===== config.mk =====
export PLATFORM = sky130hd
export DESIGN_NAME = fir_output_stage
export DESIGN_NICKNAME = d
export VERILOG_FILES = /design/src/rtl/fir_pkg.sv /design/src/rtl/fir_result_ram.sv /design/src/rtl/fir_output_stage.sv
export SDC_FILE = /design/constraint.sdc
export NUM_CORES = 2
export LEC_CHECK = 0
export ABC_AREA = 1
export CORE_AREA = 2 2 754 756
export CTS_BUF_LIST = sky130_fd_sc_hd__clkbuf_8
export CTS_CLUSTER_SIZE = 14
export DETAILED_ROUTE_END_ITERATION = 6
export DIE_AREA = 0 0 756 758
export SLEW_MARGIN = 0
export SYNTH_ARGS = -nofsm -noshare
export SYNTH_HDL_FRONTEND = slang
export SYNTH_SLANG_ARGS = --single-unit

===== constraint.sdc =====
create_clock -name clk -period 6.5 [get_ports clk]
set_input_delay 1.3 -clock clk [delete_from_list [all_inputs] [get_ports clk]]
set_output_delay 1.3 -clock clk [all_outputs]
set_load 0.03 [all_outputs]

===== src/rtl/fir_pkg.sv =====
`default_nettype none
// ============================================================================
// Module      : fir_pkg
// Description : Shared widths and helpers for the FIR output path.
//               sat_round() gives a width-independent reference for the
//               round-then-saturate step (64-bit working precision).
// Revision    : 1.0 - initial release
// ============================================================================
package fir_pkg;

  localparam int ACC_W_DEF      = 40;
  localparam int OUT_W_DEF      = 16;
  localparam int FRAC_SHIFT_DEF = 15;
  localparam int DEPTH_DEF      = 256;

  typedef struct packed {
    logic               sat;    // value had to be clamped
    logic signed [63:0] value;  // rounded, saturated sample
  } sat_round_t;

  // Round half-up by adding 2^(shift-1), then arithmetic shift, then clamp to
  // an out_w-bit signed range. Valid for accumulators narrower than 63 bits.
  function automatic sat_round_t sat_round(input logic signed [63:0] acc,
                                           input int shift,
                                           input int out_w);
    logic signed [63:0] half;
    logic signed [63:0] r;
    logic signed [63:0] hi;
    logic signed [63:0] lo;
    sat_round_t         res;
    half = 64'sd1 <<< (shift - 1);
    r    = (acc + half) >>> shift;
    hi   = (64'sd1 <<< (out_w - 1)) - 64'sd1;
    lo   = -hi - 64'sd1;
    res.sat   = (r > hi) || (r < lo);
    res.value = (r > hi) ? hi : ((r < lo) ? lo : r);
    return res;
  endfunction

endpackage
`default_nettype wire


===== src/rtl/fir_result_ram.sv =====
`default_nettype none
// ============================================================================
// Module      : fir_result_ram
// Description : Single-clock result buffer, one write port and one
//               registered read port. A read and write to the same address
//               in the same cycle returns the old contents. No reset.
// Ports       : clk                          - clock
//               i_we / i_waddr / i_wdata     - write port
//               i_re / i_raddr               - read request / address
//               o_rdata                      - read data, updated 1 cycle
//                                              after i_re, held otherwise
// Revision    : 1.0 - initial release
// ============================================================================
module fir_result_ram #(
  parameter int DATA_W = 16,
  parameter int DEPTH  = 256,
  parameter int ADDR_W = $clog2(DEPTH)
) (
  input  logic              clk,
  input  logic              i_we,
  input  logic [ADDR_W-1:0] i_waddr,
  input  logic [DATA_W-1:0] i_wdata,
  input  logic              i_re,
  input  logic [ADDR_W-1:0] i_raddr,
  output logic [DATA_W-1:0] o_rdata
);

  logic [DATA_W-1:0] r_mem [DEPTH];
  logic [DATA_W-1:0] r_rdata;

  // Both statements sample r_mem before the update, giving read-before-write.
  always_ff @(posedge clk) begin
    if (i_we) begin
      r_mem[i_waddr] <= i_wdata;
    end
    if (i_re) begin
      r_rdata <= r_mem[i_raddr];
    end
  end

  assign o_rdata = r_rdata;

endmodule
`default_nettype wire


===== src/rtl/fir_output_stage.sv =====
`default_nettype none
// ============================================================================
// Module      : fir_output_stage
// Description : Captures accumulator results on wr_en, rounds (half-up) and
//               saturates them to OUT_W bits over two pipeline stages, and
//               stores them at an auto-incrementing address. The host reads
//               the buffer back when busy is low.
// Ports       : clk, rst_n (async, active-low)
//               clr                      - start-of-run clear
//               wr_en, acc_in            - sample strobe / accumulator value
//               busy                     - filter running, blocks reads
//               rd_en, rd_addr           - host read request
//               rd_data, rd_valid, rd_err- host read response
//               count, full              - fill level
//               sat_flag, drop_err       - sticky status
// Revision    : 1.0 - initial release
// ============================================================================
module fir_output_stage
  import fir_pkg::*;
#(
  parameter int ACC_W      = ACC_W_DEF,
  parameter int OUT_W      = OUT_W_DEF,
  parameter int FRAC_SHIFT = FRAC_SHIFT_DEF,
  parameter int DEPTH      = DEPTH_DEF,
  parameter int ADDR_W     = $clog2(DEPTH)
) (
  input  logic              clk,
  input  logic              rst_n,
  input  logic              clr,
  input  logic              wr_en,
  input  logic [ACC_W-1:0]  acc_in,
  input  logic              busy,
  input  logic              rd_en,
  input  logic [ADDR_W-1:0] rd_addr,
  output logic [OUT_W-1:0]  rd_data,
  output logic              rd_valid,
  output logic              rd_err,
  output logic [ADDR_W:0]   count,
  output logic              full,
  output logic              sat_flag,
  output logic              drop_err
);

  // One guard bit on the rounding sum so adding the half-LSB never overflows.
  localparam int SUM_W = ACC_W + 1;

  localparam logic signed [SUM_W-1:0] c_half    = SUM_W'(1) << (FRAC_SHIFT - 1);
  localparam logic signed [SUM_W-1:0] c_sat_max = (SUM_W'(1) << (OUT_W - 1)) - SUM_W'(1);
  localparam logic signed [SUM_W-1:0] c_sat_min = ~c_sat_max;
  localparam logic [ADDR_W:0]         c_depth   = (ADDR_W + 1)'(DEPTH);

  // --------------------------------------------------------------------------
  // Stage 1: round
  // --------------------------------------------------------------------------
  logic signed [SUM_W-1:0] w_sum;
  logic signed [SUM_W-1:0] w_round;
  logic signed [SUM_W-1:0] r_s1_val;
  logic                    r_s1_valid;

  assign w_sum   = $signed({acc_in[ACC_W-1], acc_in}) + c_half;
  assign w_round = w_sum >>> FRAC_SHIFT;

  // --------------------------------------------------------------------------
  // Stage 2: saturate
  // --------------------------------------------------------------------------
  logic                    w_hi;
  logic                    w_lo;
  logic [OUT_W-1:0]        w_sat_val;
  logic [OUT_W-1:0]        r_s2_data;
  logic                    r_s2_valid;

  assign w_hi      = (r_s1_val > c_sat_max);
  assign w_lo      = (r_s1_val < c_sat_min);
  assign w_sat_val = w_hi ? c_sat_max[OUT_W-1:0] :
                     w_lo ? c_sat_min[OUT_W-1:0] : r_s1_val[OUT_W-1:0];

  // clr wins over a coincident wr_en and flushes anything in flight.
  always_ff @(posedge clk or negedge rst_n) begin
    if (!rst_n) begin
      r_s1_valid <= 1'b0;
      r_s1_val   <= '0;
      r_s2_valid <= 1'b0;
      r_s2_data  <= '0;
    end else if (clr) begin
      r_s1_valid <= 1'b0;
      r_s2_valid <= 1'b0;
    end else begin
      r_s1_valid <= wr_en;
      if (wr_en) begin
        r_s1_val <= w_round;
      end
      r_s2_valid <= r_s1_valid;
      if (r_s1_valid) begin
        r_s2_data <= w_sat_val;
      end
    end
  end

  // --------------------------------------------------------------------------
  // Write pointer, fill level and sticky flags
  // --------------------------------------------------------------------------
  logic [ADDR_W-1:0] r_wr_ptr;
  logic [ADDR_W:0]   r_count;
  logic              r_sat_flag;
  logic              r_drop_err;
  logic              w_full;
  logic              w_mem_we;

  assign w_full   = (r_count == c_depth);
  // No wrap-around: once full, further samples are discarded.
  assign w_mem_we = r_s2_valid && !w_full && !clr;

  always_ff @(posedge clk or negedge rst_n) begin
    if (!rst_n) begin
      r_wr_ptr   <= '0;
      r_count    <= '0;
      r_sat_flag <= 1'b0;
      r_drop_err <= 1'b0;
    end else if (clr) begin
      r_wr_ptr   <= '0;
      r_count    <= '0;
      r_sat_flag <= 1'b0;
      r_drop_err <= 1'b0;
    end else begin
      if (w_mem_we) begin
        r_wr_ptr <= r_wr_ptr + ADDR_W'(1);
        r_count  <= r_count + (ADDR_W + 1)'(1);
      end
      if (r_s2_valid && w_full) begin
        r_drop_err <= 1'b1;
      end
      if (r_s1_valid && (w_hi || w_lo)) begin
        r_sat_flag <= 1'b1;
      end
    end
  end

  // --------------------------------------------------------------------------
  // Host read port
  // --------------------------------------------------------------------------
  logic             w_rd_ok;
  logic [OUT_W-1:0] w_ram_q;
  logic             r_rd_valid;
  logic             r_rd_err;
  logic             r_rd_seen;

  assign w_rd_ok = rd_en && !busy;

  // The RAM output register has no reset; r_rd_seen masks it to zero until
  // the first accepted read after reset reloads it.
  always_ff @(posedge clk or negedge rst_n) begin
    if (!rst_n) begin
      r_rd_valid <= 1'b0;
      r_rd_err   <= 1'b0;
      r_rd_seen  <= 1'b0;
    end else begin
      r_rd_valid <= w_rd_ok;
      r_rd_err   <= rd_en && busy;
      if (w_rd_ok) begin
        r_rd_seen <= 1'b1;
      end
    end
  end

  fir_result_ram #(
    .DATA_W (OUT_W),
    .DEPTH  (DEPTH),
    .ADDR_W (ADDR_W)
  ) u_ram (
    .clk     (clk),
    .i_we    (w_mem_we),
    .i_waddr (r_wr_ptr),
    .i_wdata (r_s2_data),
    .i_re    (w_rd_ok),
    .i_raddr (rd_addr),
    .o_rdata (w_ram_q)
  );

  assign rd_data  = r_rd_seen ? w_ram_q : '0;
  assign rd_valid = r_rd_valid;
  assign rd_err   = r_rd_err;
  assign count    = r_count;
  assign full     = w_full;
  assign sat_flag = r_sat_flag;
  assign drop_err = r_drop_err;

endmodule
`default_nettype wire


==> impl_results.md <==
- TNS Setup: 0 ns
- Slew @ Worst Pin: 1.27 ns
- Die Area: 573000 um^2
- RePlAce Congestion: 0.838
- PostCTS Resize Cnt: 0
- CP Data Required Time: 5.20 ns
- Seq cells post-synth: 4178
- Routed WL per cell: 21.9 um
- Largest cells by area after synthesis: edfxtp_1 (73%), nand3_1 (12%), nand2_1 (9.6%), buf_2 (1.6%), dfrtp_1 (0.98%)
- Synth Area in Simple Gates: 22.4%
- Worst-Skew Late Latency: 1.25 ns
- H-tree levels: 6
- Vias in the first global route: 104233
- TritonCTS Buffers: 670
- Syn_area_per_cell: 12.1 um^2
- CP endpoint kind: output pin
- Number of synthesized flops with an enable pin: 4112
- Pleak: 0.0670 uW
- Post-Syn Instances: 14000
- Pins Over Slew Limit: 0
- Setup ws final: 2.26 ns
- Core Box Area: 564000 um^2
- Register area share after synthesis: 74.1%
- XOR/XNOR Fraction of Synth Area: 0.150%
- Post-DP HPWL: 267000 um
- Crit-path slowest cell: clkdlybuf4s50_1
- Final core utilization: 33.8%
- All-Layer GR Usage: 16.4%
- Clock-pin slew on the worst setup and hold paths: 0.06 ns
- WS Path Type: reg -> out
- Yosys top cell area share: 73.1%
- Final #Nets: 14354
- Unrepaired setup endpoints after global routing: false
- Layout cell share with drive strength beyond 1: 8.99%
- First-pass GRT wire length: 709000 um
- Post-synthesis compound-gate area fraction: 0.190%
- Core Rows: 276
- Clock root cell: clkbuf_8
- Cell accounting for the most synthesized area: edfxtp_1
- Max-Slew Margin vs Limit: 15.5%
- Ys async rst share: 1.58%
- Clock buffer depth: 4
- DRT Pass-1 Iters: 7
- CTS tree: built
- Fillcell total: 55534
- Worst path max stage delay: 0.69 ns
- Clk_skew: 0.0924 ns
- Delay-heaviest family, CP: buffers and inverters
- Crit path top cell by count: inv_1
- Mux cell area share after synthesis: 0%
- # clock sinks: 4178
- Hold Crit Class: reg -> reg
- Vias per inst: 4.98
- Largest net degree at the start of global routing: 194
- Via count: 111054
- IO Port Bufs: 69
- Max-cap violations: 0
- Fin crit period: 4.24 ns
- Hold Slack: 0.485 ns
- FMAX: 0.236 GHz
- Main combinational cell family by area after synthesis: simple AND/OR/NAND/NOR gates
- I/O pin count: 84
- Most used DFF post-synth: edfxtp_1
- Die W: 756 um
- Status: complete, but fails checks
- WP buf/inv: 4
- Worst Setup Start Kind: flip-flop
- Area of the multi-input gates: 38600 um^2
- Yosys warns: 0
- Power Dens Cells: 299 nW/um^2
- Total wire length: 489000 um
- CP Max Fanout: 4
- Grt ovf: 0
- Mapped Area: 169000 um^2
- Period utilization: 65.2%
- Post-DRT Antenna Nets: 0
- Register Area: 125000 um^2
- Drc violations: 1
- Area grow syn2layout: 13.0%
- Crit path DAT: 2.94 ns
- Worst-case vdd ir drop: 0.000195 V
- Synth Net Count: 14061
- Starting Density: 29.9%
- # setup viols final: 0
- Crit path cell chain: inv_1 -> ha_1 -> nand4_1 -> inv_1 -> nand2_1 -> inv_1 -> clkdlybuf4s50_1
- Synth cell types: 32
- Post-Synth Adder-Cell Area: 0.0518%
- Dpl ws: 1.49 ns
- Antenna violations before repair: 30
- Initial drt markers: 14333
- Post-route design area: 191000 um^2
- Failing checks: design-rule violations
- Die height: 758 um
- Final hold viol count: 0
- Placed Area: 179000 um^2
-- worst paths after layout --
check	from	slack (ns)	to	depth (start not counted)
min reg2reg	r_s1_val[8]$_DFFE_PN0P_	0.48	r_s1_val[8]$_DFFE_PN0P_	2
max reg2reg	count[0]$_DFFE_PN0P_	2.55	u_ram.r_mem[194][13]$_DFFE_PP_	11
max	count[0]$_DFFE_PN0P_	2.26	full	7
min in group asynchronous	rst_n	0.51	r_s1_val[18]$_DFFE_PN0P_	2
min	r_s1_val[8]$_DFFE_PN0P_	0.48	r_s1_val[8]$_DFFE_PN0P_	2
max in group asynchronous	rst_n	4.68	r_wr_ptr[3]$_DFFE_PN0P_	3
-- timing repair --
| action | in CTS | in global routing |
|---|---|---|
| hold endpoints to repair | 16 | 0 |
| endpoints found under the setup margin | 0 | 0 |
| hold buffers | 1 | 0 |
| setup buffers | 0 | 0 |
-- tightest hold or removal path, delay by kind of cell, from the launching register on --
| kind | cells | cell delay, ns |
|---|---|---|
| flip-flops | 1 | 0.34 |
| AND/OR/NAND/NOR | 1 | 0.05 |
| AO/OA/AOI/OAI | 1 | 0.05 |
-- per-layer routing --
| layer | vias to the layer above | wire [um] | global-route usage [%] |
|---|---|---|---|
| li1 | 50550 | - | - |
| met1 | 54405 | 202000 | 22.7 |
| met2 | 5284 | 225000 | 25.8 |
| met3 | 813 | 45300 | 3.02 |
| met4 | 2 | 17000 | 5.90 |
| met5 | - | 20 | 0 |
-- state kept, by name, indices dropped and copies added (netlist names), 8 cells and up --
signal and cells:
count 9, r_s1_val 26, r_s2_data 16, r_wr_ptr 8
u_ram.o_rdata 16, u_ram.r_mem 4096
-- cells in the mapped netlist (2+ instances only) --
cell	n
a21oi_1	4
a31oi_1	3
buf_1	105
buf_2	525
buf_4	135
buf_6	36
clkbuf_1	149
clkinv_1	2
dfrtp_1	66
edfxtp_1	4112
ha_1	7
inv_1	59
inv_2	3
nand2_1	4325
nand3_1	4054
nand4_1	5
nand4_2	3
nor2_1	307
nor3_1	5
nor4_1	7
o21ai_0	40
o22ai_1	9
o32ai_1	2
or2_2	2
xnor2_1	10
xor2_1	19
-- final cells by class --
cell class	instances	area share, %
diodes	10	0.0131
clock buffers	680	4.90
clock inverters	499	1.33
inverters	65	0.151
multi-input cells	8806	20.2
flip-flops and latches	4178	65.6
well taps	7506	4.92
repair buffers	572	2.85
-- per-stage QoR --
stage | instances | total power [uW]
2_1_floorplan | 14000 | 34700
3_3_place_gp | 21126 | 36800
3_5_place_dp | 21126 | 36900
4_1_cts | 22306 | 57300
5_1_grt | 22307 | 58800
6_report | 22316 | 57000
-- cell families (layout without fill, tap and decap cells) --
kind of cell	Yosys count	count (layout)
adder cells (fa/ha/maj)	7	7
AND/OR/NAND/NOR	8711	8711
flip-flops	4178	4178
AO/OA/AOI/OAI	59	59
buffers and inverters	1016	1816
other	0	10
XOR/XNOR	29	29
-- cell usage in the layout, fill, tap and decap left out, types with 4 or more instances in the layout --
| cell type | count |
|---|---|
| diode_2 | 10 |
| o22ai_1 | 9 |
| clkinvlp_4 | 10 |
| nand3_4 | 4 |
| clkinv_8 | 11 |
| edfxtp_1 | 4112 |
| nor4_1 | 4 |
| o21ai_0 | 40 |
| buf_12 | 76 |
| inv_8 | 16 |
| dfrtp_4 | 16 |
| inv_16 | 4 |
| nand4_1 | 5 |
| bufinv_16 | 7 |
| nand3_1 | 4046 |
| clkdlybuf4s50_1 | 61 |
| inv_6 | 10 |
| dfrtp_1 | 50 |
| inv_1 | 306 |
| nand3_2 | 4 |
| clkbuf_8 | 680 |
| a21oi_1 | 4 |
| nand2_1 | 4318 |
| clkinv_2 | 32 |
| xnor2_1 | 10 |
| inv_12 | 5 |
| ha_1 | 7 |
| nor2_1 | 306 |
| xor2_1 | 19 |
| buf_4 | 428 |
| nand2_2 | 7 |
| clkinv_1 | 160 |
| nor3_1 | 5 |
-- where the power goes --
group	internal, uW	total, uW	switching [uW]	leakage (uW)
Sequential	31200	31600	444	0.0382
Combinational	884	4760	3880	0.0218
Clock	10100	20600	10600	0.00696
(Power assumes the default switching activity.)
